[config.mk]
export PLATFORM = sky130hd
export DESIGN_NAME = riscv_memory_access
export DESIGN_NICKNAME = d
export VERILOG_FILES = /design/src/rtl/riscv_memory_access.sv
export SDC_FILE = /design/constraint.sdc
export NUM_CORES = 1
export LEC_CHECK = 0
export ABC_CLOCK_PERIOD_IN_PS = 14200
export CORE_AREA = 5 5 233 167
export DETAILED_ROUTE_END_ITERATION = 8
export DIE_AREA = 0 0 238 172
export PLACE_DENSITY = 0.74
export SLEW_MARGIN = 20
export SYNTH_ARGS = -nofsm -noshare
export SYNTH_HDL_FRONTEND = slang
export SYNTH_SLANG_ARGS = --single-unit
[constraint.sdc]
create_clock -name clk -period 14.2 [get_ports clk]
set_input_delay 3.55 -clock clk [delete_from_list [all_inputs] [get_ports clk]]
set_output_delay 3.55 -clock clk [all_outputs]
set_load 0.02 [all_outputs]
[src/rtl/riscv_memory_access.sv]
// Memory-access stage: drives the req/ack data bus, holds execute while an access is in flight,
// and hands aligned/extended results or access faults to writeback through registered outputs.
module riscv_memory_access #(
    parameter int TIMEOUT_CYCLES = 255
) (
    input  logic        clk,
    input  logic        reset,
    input  logic        valid_in,
    input  logic        count_instruction_in,
    input  logic        exception_in,
    input  logic [39:0] exception_context_in,
    input  logic [11:0] csr_addr_in,
    input  logic [1:0]  csr_write_in,
    input  logic [31:0] csr_data_in,
    input  logic        rd_write_in,
    input  logic [4:0]  rd_addr_in,
    input  logic [31:0] rd_data_in,
    input  logic        mem_read_in,
    input  logic        mem_write_in,
    input  logic [1:0]  mem_size_in,
    input  logic        mem_unsigned_in,
    input  logic [31:0] mem_addr_in,
    input  logic [31:0] mem_wdata_in,
    output logic        stall_out,
    output logic        dmem_req,
    output logic        dmem_we,
    output logic [31:0] dmem_addr,
    output logic [3:0]  dmem_be,
    output logic [31:0] dmem_wdata,
    input  logic        dmem_ack,
    input  logic [31:0] dmem_rdata,
    output logic        count_instruction_out,
    output logic        exception_out,
    output logic [39:0] exception_context_out,
    output logic [11:0] csr_addr_out,
    output logic [1:0]  csr_write_out,
    output logic [31:0] csr_data_out,
    output logic        rd_write_out,
    output logic [4:0]  rd_addr_out,
    output logic [31:0] rd_data_out
);

    typedef enum logic {IDLE, REQ} state_t;

    localparam logic [31:0] TIMEOUT_LIM = 32'(TIMEOUT_CYCLES);

    function automatic logic [3:0] store_be(input logic [1:0] size, input logic [1:0] a);
        case (size)
            2'd0:    store_be = 4'b0001 << a;
            2'd1:    store_be = 4'b0011 << {a[1], 1'b0};
            default: store_be = 4'hF;
        endcase
    endfunction

    function automatic logic [31:0] store_wdata(input logic [1:0] size, input logic [31:0] d);
        case (size)
            2'd0:    store_wdata = {4{d[7:0]}};
            2'd1:    store_wdata = {2{d[15:0]}};
            default: store_wdata = d;
        endcase
    endfunction

    function automatic logic [31:0] load_fmt(input logic [31:0] r, input logic [1:0] a,
                                             input logic [1:0] size, input logic uns);
        logic [7:0]  b;
        logic [15:0] h;
        b = r[{a, 3'b000} +: 8];
        h = r[{a[1], 4'b0000} +: 16];
        case (size)
            2'd0:    load_fmt = uns ? {24'b0, b} : {{24{b[7]}}, b};
            2'd1:    load_fmt = uns ? {16'b0, h} : {{16{h[15]}}, h};
            default: load_fmt = r;
        endcase
    endfunction

    state_t      state_q, state_d;
    logic [31:0] cnt_q, cnt_d;

    logic        lat_count_q, lat_exc_q, lat_rd_write_q, lat_read_q, lat_uns_q;
    logic [39:0] lat_ctx_q;
    logic [11:0] lat_csr_addr_q;
    logic [1:0]  lat_csr_write_q, lat_size_q;
    logic [31:0] lat_csr_data_q, lat_rd_data_q, lat_addr_q, lat_wdata_q;
    logic [4:0]  lat_rd_addr_q;

    logic        count_q, count_d, exc_q, exc_d, rd_write_q, rd_write_d;
    logic [39:0] ctx_q, ctx_d;
    logic [11:0] csr_addr_q, csr_addr_d;
    logic [1:0]  csr_write_q, csr_write_d;
    logic [31:0] csr_data_q, csr_data_d, rd_data_q, rd_data_d;
    logic [4:0]  rd_addr_q, rd_addr_d;

    logic mem_op, misaligned, start, timeout_hit;

    assign mem_op = mem_read_in | mem_write_in;

    always_comb begin
        case (mem_size_in)
            2'd0:    misaligned = 1'b0;
            2'd1:    misaligned = mem_addr_in[0];
            default: misaligned = |mem_addr_in[1:0];
        endcase
    end

    assign start       = (state_q == IDLE) && valid_in && mem_op && !exception_in && !misaligned;
    assign timeout_hit = (TIMEOUT_LIM != 32'd0) && (state_q == REQ) && !dmem_ack
                         && (cnt_q + 32'd1 == TIMEOUT_LIM);

    always_comb begin
        state_d     = state_q;
        cnt_d       = cnt_q;
        stall_out   = 1'b0;
        count_d     = 1'b0;
        exc_d       = 1'b0;
        rd_write_d  = 1'b0;
        csr_write_d = 2'b0;
        ctx_d       = ctx_q;
        csr_addr_d  = csr_addr_q;
        csr_data_d  = csr_data_q;
        rd_addr_d   = rd_addr_q;
        rd_data_d   = rd_data_q;
        case (state_q)
            IDLE: begin
                cnt_d = 32'd0;
                if (valid_in && (exception_in || !mem_op || misaligned)) begin
                    count_d     = count_instruction_in;
                    exc_d       = exception_in;
                    ctx_d       = exception_context_in;
                    csr_addr_d  = csr_addr_in;
                    csr_write_d = csr_write_in;
                    csr_data_d  = csr_data_in;
                    rd_write_d  = rd_write_in;
                    rd_addr_d   = rd_addr_in;
                    rd_data_d   = rd_data_in;
                    if (!exception_in && mem_op) begin
                        exc_d      = 1'b1;
                        ctx_d      = {(mem_read_in ? 8'd4 : 8'd6), mem_addr_in};
                        rd_write_d = 1'b0;
                    end
                end else if (start) begin
                    state_d   = REQ;
                    stall_out = 1'b1;
                end
            end
            REQ: begin
                // Release upstream on the final cycle so the finished instruction is not reissued.
                stall_out = !dmem_ack && !timeout_hit;
                if (dmem_ack || timeout_hit) begin
                    state_d     = IDLE;
                    count_d     = lat_count_q;
                    exc_d       = lat_exc_q;
                    ctx_d       = lat_ctx_q;
                    csr_addr_d  = lat_csr_addr_q;
                    csr_write_d = lat_csr_write_q;
                    csr_data_d  = lat_csr_data_q;
                    rd_addr_d   = lat_rd_addr_q;
                    rd_data_d   = lat_rd_data_q;
                    rd_write_d  = lat_rd_write_q && lat_read_q;
                    if (dmem_ack) begin
                        if (lat_read_q)
                            rd_data_d = load_fmt(dmem_rdata, lat_addr_q[1:0], lat_size_q, lat_uns_q);
                    end else begin
                        exc_d      = 1'b1;
                        ctx_d      = {(lat_read_q ? 8'd5 : 8'd7), lat_addr_q};
                        rd_write_d = 1'b0;
                    end
                end else begin
                    cnt_d = cnt_q + 32'd1;
                end
            end
            default: state_d = IDLE;
        endcase
    end

    always_ff @(posedge clk) begin
        if (reset) begin
            state_q     <= IDLE;
            cnt_q       <= 32'd0;
            count_q     <= 1'b0;
            exc_q       <= 1'b0;
            ctx_q       <= 40'd0;
            csr_addr_q  <= 12'd0;
            csr_write_q <= 2'd0;
            csr_data_q  <= 32'd0;
            rd_write_q  <= 1'b0;
            rd_addr_q   <= 5'd0;
            rd_data_q   <= 32'd0;
        end else begin
            state_q     <= state_d;
            cnt_q       <= cnt_d;
            count_q     <= count_d;
            exc_q       <= exc_d;
            ctx_q       <= ctx_d;
            csr_addr_q  <= csr_addr_d;
            csr_write_q <= csr_write_d;
            csr_data_q  <= csr_data_d;
            rd_write_q  <= rd_write_d;
            rd_addr_q   <= rd_addr_d;
            rd_data_q   <= rd_data_d;
        end
    end

    // Copy of the instruction that owns the bus; only meaningful while in REQ.
    always_ff @(posedge clk) begin
        if (start) begin
            lat_count_q     <= count_instruction_in;
            lat_exc_q       <= exception_in;
            lat_ctx_q       <= exception_context_in;
            lat_csr_addr_q  <= csr_addr_in;
            lat_csr_write_q <= csr_write_in;
            lat_csr_data_q  <= csr_data_in;
            lat_rd_write_q  <= rd_write_in;
            lat_rd_addr_q   <= rd_addr_in;
            lat_rd_data_q   <= rd_data_in;
            lat_read_q      <= mem_read_in;
            lat_size_q      <= mem_size_in;
            lat_uns_q       <= mem_unsigned_in;
            lat_addr_q      <= mem_addr_in;
            lat_wdata_q     <= mem_wdata_in;
        end
    end

    assign dmem_req   = (state_q == REQ);
    assign dmem_we    = dmem_req && !lat_read_q;
    assign dmem_be    = dmem_req ? store_be(lat_size_q, lat_addr_q[1:0]) : 4'b0;
    assign dmem_addr  = dmem_req ? {lat_addr_q[31:2], 2'b00} : 32'd0;
    assign dmem_wdata = dmem_req ? store_wdata(lat_size_q, lat_wdata_q) : 32'd0;

    assign count_instruction_out = count_q;
    assign exception_out         = exc_q;
    assign exception_context_out = ctx_q;
    assign csr_addr_out          = csr_addr_q;
    assign csr_write_out         = csr_write_q;
    assign csr_data_out          = csr_data_q;
    assign rd_write_out          = rd_write_q;
    assign rd_addr_out           = rd_addr_q;
    assign rd_data_out           = rd_data_q;

endmodule

* Word-level counts from Yosys, hierarchy flattened
Cells that the tools add are included.
** Cells by class
- Add/subtract/negate cells :: 1
- Multipliers :: 0
- Div/mod/pow operators :: 0
- Magnitude comparators :: 0
- Equality and inequality tests :: 6
- Shifts and indexed selects :: 4
- Mux-type cells :: 53
- Bitwise logic cells :: 2
- Reduce and logical (&&, ||, !) cells :: 24
** Operators with widths (count)
- 2-to-1 mux 32 bit :: 11
- one-hot mux 32 bit (2 select lines) :: 5
- 2-to-1 mux 40 bit :: 4
- one-hot mux 40 bit (2 select lines) :: 1
- adder 32 x 1 -> 32 bit (second input constant) :: 1
- equality test 32 x 8 -> 1 bit (second input constant) :: 1
- indexed part select 32 x 6 -> 16 bit :: 1
- indexed part select 32 x 6 -> 8 bit :: 1
- 2-to-1 mux 12 bit :: 2
- one-hot mux 12 bit (2 select lines) :: 1
- 2-to-1 mux 1 bit :: 13
- one-hot mux 1 bit (2 select lines) :: 6
- logical AND 1 bit :: 11
- 2-to-1 mux 5 bit :: 2
- one-hot mux 5 bit (2 select lines) :: 1
- 2-to-1 mux 2 bit :: 4
- one-hot mux 4 bit (2 select lines) :: 1
- logical NOT 1 bit :: 6
- equality test 2 x 1 -> 1 bit (second input constant) :: 2
- logical NOT 2 bit :: 2
- 2-to-1 mux 4 bit :: 1
- != test 2 x 1 -> 1 bit (second input constant) :: 2
- one-hot mux 2 bit (2 select lines) :: 1
- << shifter 1 x 2 -> 4 bit (first input constant) :: 1
- 7 further kinds :: 9
** Storage, ports and cells
- Flip-flop bits (word level) :: 353
- Bits in latches :: 0
- Bits in writable memories :: 0
- ROM bits :: 0
- Bits of input ports :: 231
- Memories :: 0

* Longest topological paths before layout
- Depth after elaboration :: 8
- Gate-level depth with buffers :: 12
- Mapped depth without buffers :: 9

* Worst setup path after synthesis
No wires, ideal clock.
- Path type :: in2reg
- From :: input port exception_in
- To :: register lat_addr_q[0] (enable)
- Library setup time :: 0.751 ns
- Data arrival time :: 12.019 ns
- Required time :: 13.449 ns
- Slack :: 1.430 ns
- Stages on the path :: 4
- Path through :: inv_1 > o21ai_1 > o21bai_1 > nor2_1
** On the way
- Cells in the longest elaborated chain, start to end :: 3
** Ends and longest elaborated chain
- start, declared :: line 10 : input logic exception_in,
- logical NOT 1 bit :: line 105 : assign start = (state_q == IDLE) && valid_in && mem_op && !exception_in && !misaligned;
- logical AND 1 bit (2 in series) :: line 105
- net start :: line 93 : logic mem_op, misaligned, start, timeout_hit;
- end signal, assigned :: line 218 : lat_addr_q <= mem_addr_in;
- end, declared :: line 83 : logic [31:0] lat_csr_data_q, lat_rd_data_q, lat_addr_q, lat_wdata_q;
The timed path passes the listed nets, and every way through them passes these cells.
A chain may end at the register's enable or synchronous reset.

* Worst setup path in the final report
- From :: input port dmem_ack
- To :: output port stall_out
** On the way
- Cells in the longest elaborated chain, start to end :: 6
** Ends and longest elaborated chain
- start, declared :: line 30 : input logic dmem_ack,
- logical NOT 1 bit (*) :: line 106, 147
- logical AND 1 bit :: line 106 : assign timeout_hit = (TIMEOUT_LIM != 32'd0) && (state_q == REQ) && !dmem_ack
- logical AND 1 bit :: line 107 : && (cnt_q + 32'd1 == TIMEOUT_LIM);
- logical NOT 1 bit :: line 147 : stall_out = !dmem_ack && !timeout_hit;
- logical AND 1 bit (*) :: line 147
- one-hot mux 1 bit (2 select lines) (*) :: line 122 : case (state_q)
- end, declared :: line 24 : output logic stall_out,
Every way passes the cells marked *; elsewhere a longest branch is shown, timed or not.

==> run metrics <==
Tot GR Track Use 0.254; Setup TNS 0 ns; final-layout fill cell count just over 3,000; post-synthesis mux area share 0.0828; Die Y-Extent between 150 and 200 µm; slew of the pin with the lowest slew margin 1.01 ns; Root Buffer Master clkbuf_16; fin crit share 0.749; Synth Instances between 1,500 and 2,000; worst slack, placed 3.62 ns; Pint 1.83 mW; Final Cell Area roughly 22,000 µm²; Synth top cells by count edfxtp_1, nand2_1, a21oi_1, dfxtp_1, mux2i_1; total core area between 30,000 and 40,000 µm²; Seq/Total Area, Yosys 0.559; crit-path cells buf_2, buf_4, nor2_1, and4b_1, nand4_1, or4_4, o21ai_4, o21ai_0, clkdlybuf4s50_1; Rel. slew slack 0.321; maximum VDD drop about 0.070 mV; layout cells sized above 1 0.0547; Fmax around 0.094 GHz; DR WL/cell roughly 23 µm; Final min period about 11 ns; placed cell count around 2,300; critical path's slowest cell clkdlybuf4s50_1; via count 14,000; Site Rows 59; CP Launch Type input pin; Die ar. between 40,000 and 50,000 µm²; initial antenna violation count 9; slack of the critical path around 3.6 ns; cell family with most CP delay simple AND/OR/NAND/NOR gates; status finished, final reports clean; routability congestion estimate from global placement roughly 0.89; HP Class flop to flop; total CTS buffers 37; DRC viols 0; combinational power share 0.153; Lkg Pwr around 7.6 nW; Yosys top cell by area edfxtp_1; post-synth top area share 0.361; CTS Sinks approximately 350; Post CTS Setup Buffer Count 0; crit path capture type output pin; CTS tree built; PostCTS Resize Cnt 0; vias per cell around 5.8; Yosys cell types ~70; XOR/XNOR Fraction of Synth Area 0.00923; CTS H-tree lvls 2; largest net degree at the start of global routing roughly 190; largest cells by area after synthesis edfxtp_1, dfxtp_1, mux2i_1, a21oi_1, nand2_1; Synth warnings 0; IO Port Bufs 425; initial core utilization 0.441; Compound-Gate Fraction of Synth Area 0.162; FF+latch area around 9000 µm²; area grow syn2layout 35.4%; top-count cell post-synth edfxtp_1; final setup fails 0; final hold violation count 0; sw frac 0.257; arrival time at the worst endpoint 7.08 ns; top_reg_cell synth edfxtp_1; Setup CP Type input pin to output pin; power share of the clock group 0.380; Synth Register Bits around 350; PwrDens ~110 nW/µm²; Post-CTS Hold Fix Bufs 0; post-detail-place hpwl 37.0 mm; RSZ-0062 raised after global routing false; Longest Clk Path Bufs 3; Seq pwr share 0.468; post-route insts no fill about 2,400; starting DRC count in detailed routing between 1,000 and 1,500; largest family of logic cells by synthesized area compound AO/OA/AOI/OAI gates; simple-gate share of the synthesized area 0.145; Post-DRT Antenna Nets 0; CP required ~11 ns; CTS clk-pin slew, worst paths approximately 0.060 ns; multi-input logic area around 6500 µm²; Post-synth EDFFs approximately 190; first-pass GRT wire length between 80 and 90 mm; fraction of registers with async set or reset after synthesis 0; via count of the first global-routing pass 13,600; Worst Skew 0.0235 ns; max-slew violation count 0; Post-Synth Adder-Cell Area 0.00155; mapped cell area 16,100 µm²; Layout Nets between 2,000 and 2,500; global route overflow 0; post-layout power between 2 and 2.5 mW; CP Max Fanout 46; final wirelength ~55 mm; # IOs ~430; CP peak stage delay 0.66 ns; switching pwr roughly 640 µW; drt pass-1 iters 6; clk_lat worst skew 0.54 ns; WP buf/inv 3; Die Wd 238 µm; mean post-synth cell area around 10 µm²; Post-DP Area 20,600 µm²; Max Cap Viol 0
==> through the flow <==
stage	hold WS, ns	utilization
finish	0.462	0.598
global route	0.497	0.598
CTS	0.466	0.596
detailed placement	0.456	0.564
global placement	0.442	0.564
floorplan	0.462	-
==> kinds of logic after synthesis <==
kind of cell             count (synthesis)
AO/OA/AOI/OAI                          415
AND/OR/NAND/NOR                        469
XOR/XNOR                                17
other                                    1
buffers and inverters                  153
multiplexers                           132
adder cells (fa/ha/maj)                  2
flip-flops                             353
==> path summary, 6_finish.rpt <==
kind / start / to / slack (ns) / cells after the start
min: rd_data_out[7] / rd_data_out[7] / 0.46 / 2
max: dmem_ack / stall_out / 3.57 / 9
max reg2reg: cnt_q[0] / csr_data_out[29] / 9.55 / 11
min reg2reg: rd_data_out[7] / rd_data_out[7] / 0.46 / 2
==> cell type report <==
type                       instances  share of cell area
antenna                            7            0.000802
clock inverter                     9             0.00453
clock buffer                      59              0.0480
inverter                          14             0.00246
timing repair buffer             447               0.205
tap                              488              0.0280
multi-input combinational       1037               0.299
sequential                       353               0.413
==> cell usage in the layout, fill, tap and decap left out, types with 4 or more instances in the layout <==
cell,n
clkdlybuf4s50_1,423
edfxtp_1,194
nand2_1,174
a21oi_1,158
dfxtp_1,158
mux2i_1,130
o21ai_0,92
nor2_1,82
a211oi_1,51
nand4_1,49
and2_1,42
clkbuf_16,37
nand3_1,33
or4_1,21
buf_4,19
a221oi_1,18
clkbuf_1,18
o211ai_1,15
inv_1,13
xnor2_1,13
or3_1,11
o31ai_1,11
a311oi_1,10
nor2b_1,9
and3_1,8
nor3_1,8
diode_2,7
a211oi_2,7
a221o_1,7
o32ai_1,7
o311ai_0,7
and4_1,6
nor4_1,6
clkinv_2,5
a32oi_1,5
xor2_1,4
clkbuf_8,4
==> flip-flops by register name, indices dropped and copies added (netlist names), 2 cells and up <==
register,cells
exception_context_out,40
lat_ctx_q,40
cnt_q,32
csr_data_out,32
lat_addr_q,32
lat_csr_data_q,32
lat_rd_data_q,32
lat_wdata_q,32
rd_data_out,32
csr_addr_out,12
lat_csr_addr_q,12
lat_rd_addr_q,5
rd_addr_out,5
csr_write_out,2
lat_csr_write_q,2
lat_size_q,2
==> layer usage <==
| layer | vias up | GRT usage | part of all wire |
|---|---|---|---|
| met5 | - | 0 | 0.00062 |
| met4 | 6 | 0.0843 | 0.030 |
| met3 | 102 | 0.0652 | 0.092 |
| met2 | 696 | 0.397 | 0.46 |
| met1 | 6709 | 0.348 | 0.42 |
| li1 | 6479 | - | - |
==> worst min-delay path: stages, from the launching register on <==
cell and delay [ns]:
dfxtp_1 0.31, nand2_1 0.05, o21ai_0 0.06
==> power by group through the flow <==
stage | clock network [mW] | registers [mW] | logic, mW
6_report | 0.938 | 1.16 | 0.377
5_1_grt | 0.998 | 1.16 | 0.403
4_1_cts | 0.957 | 1.16 | 0.378
3_5_place_dp | 0 | 1.18 | 0.376
3_3_place_gp | 0 | 1.18 | 0.371
2_1_floorplan | 0 | 1.22 | 0.140
No activity file was read; power rests on OpenSTA's default activity.
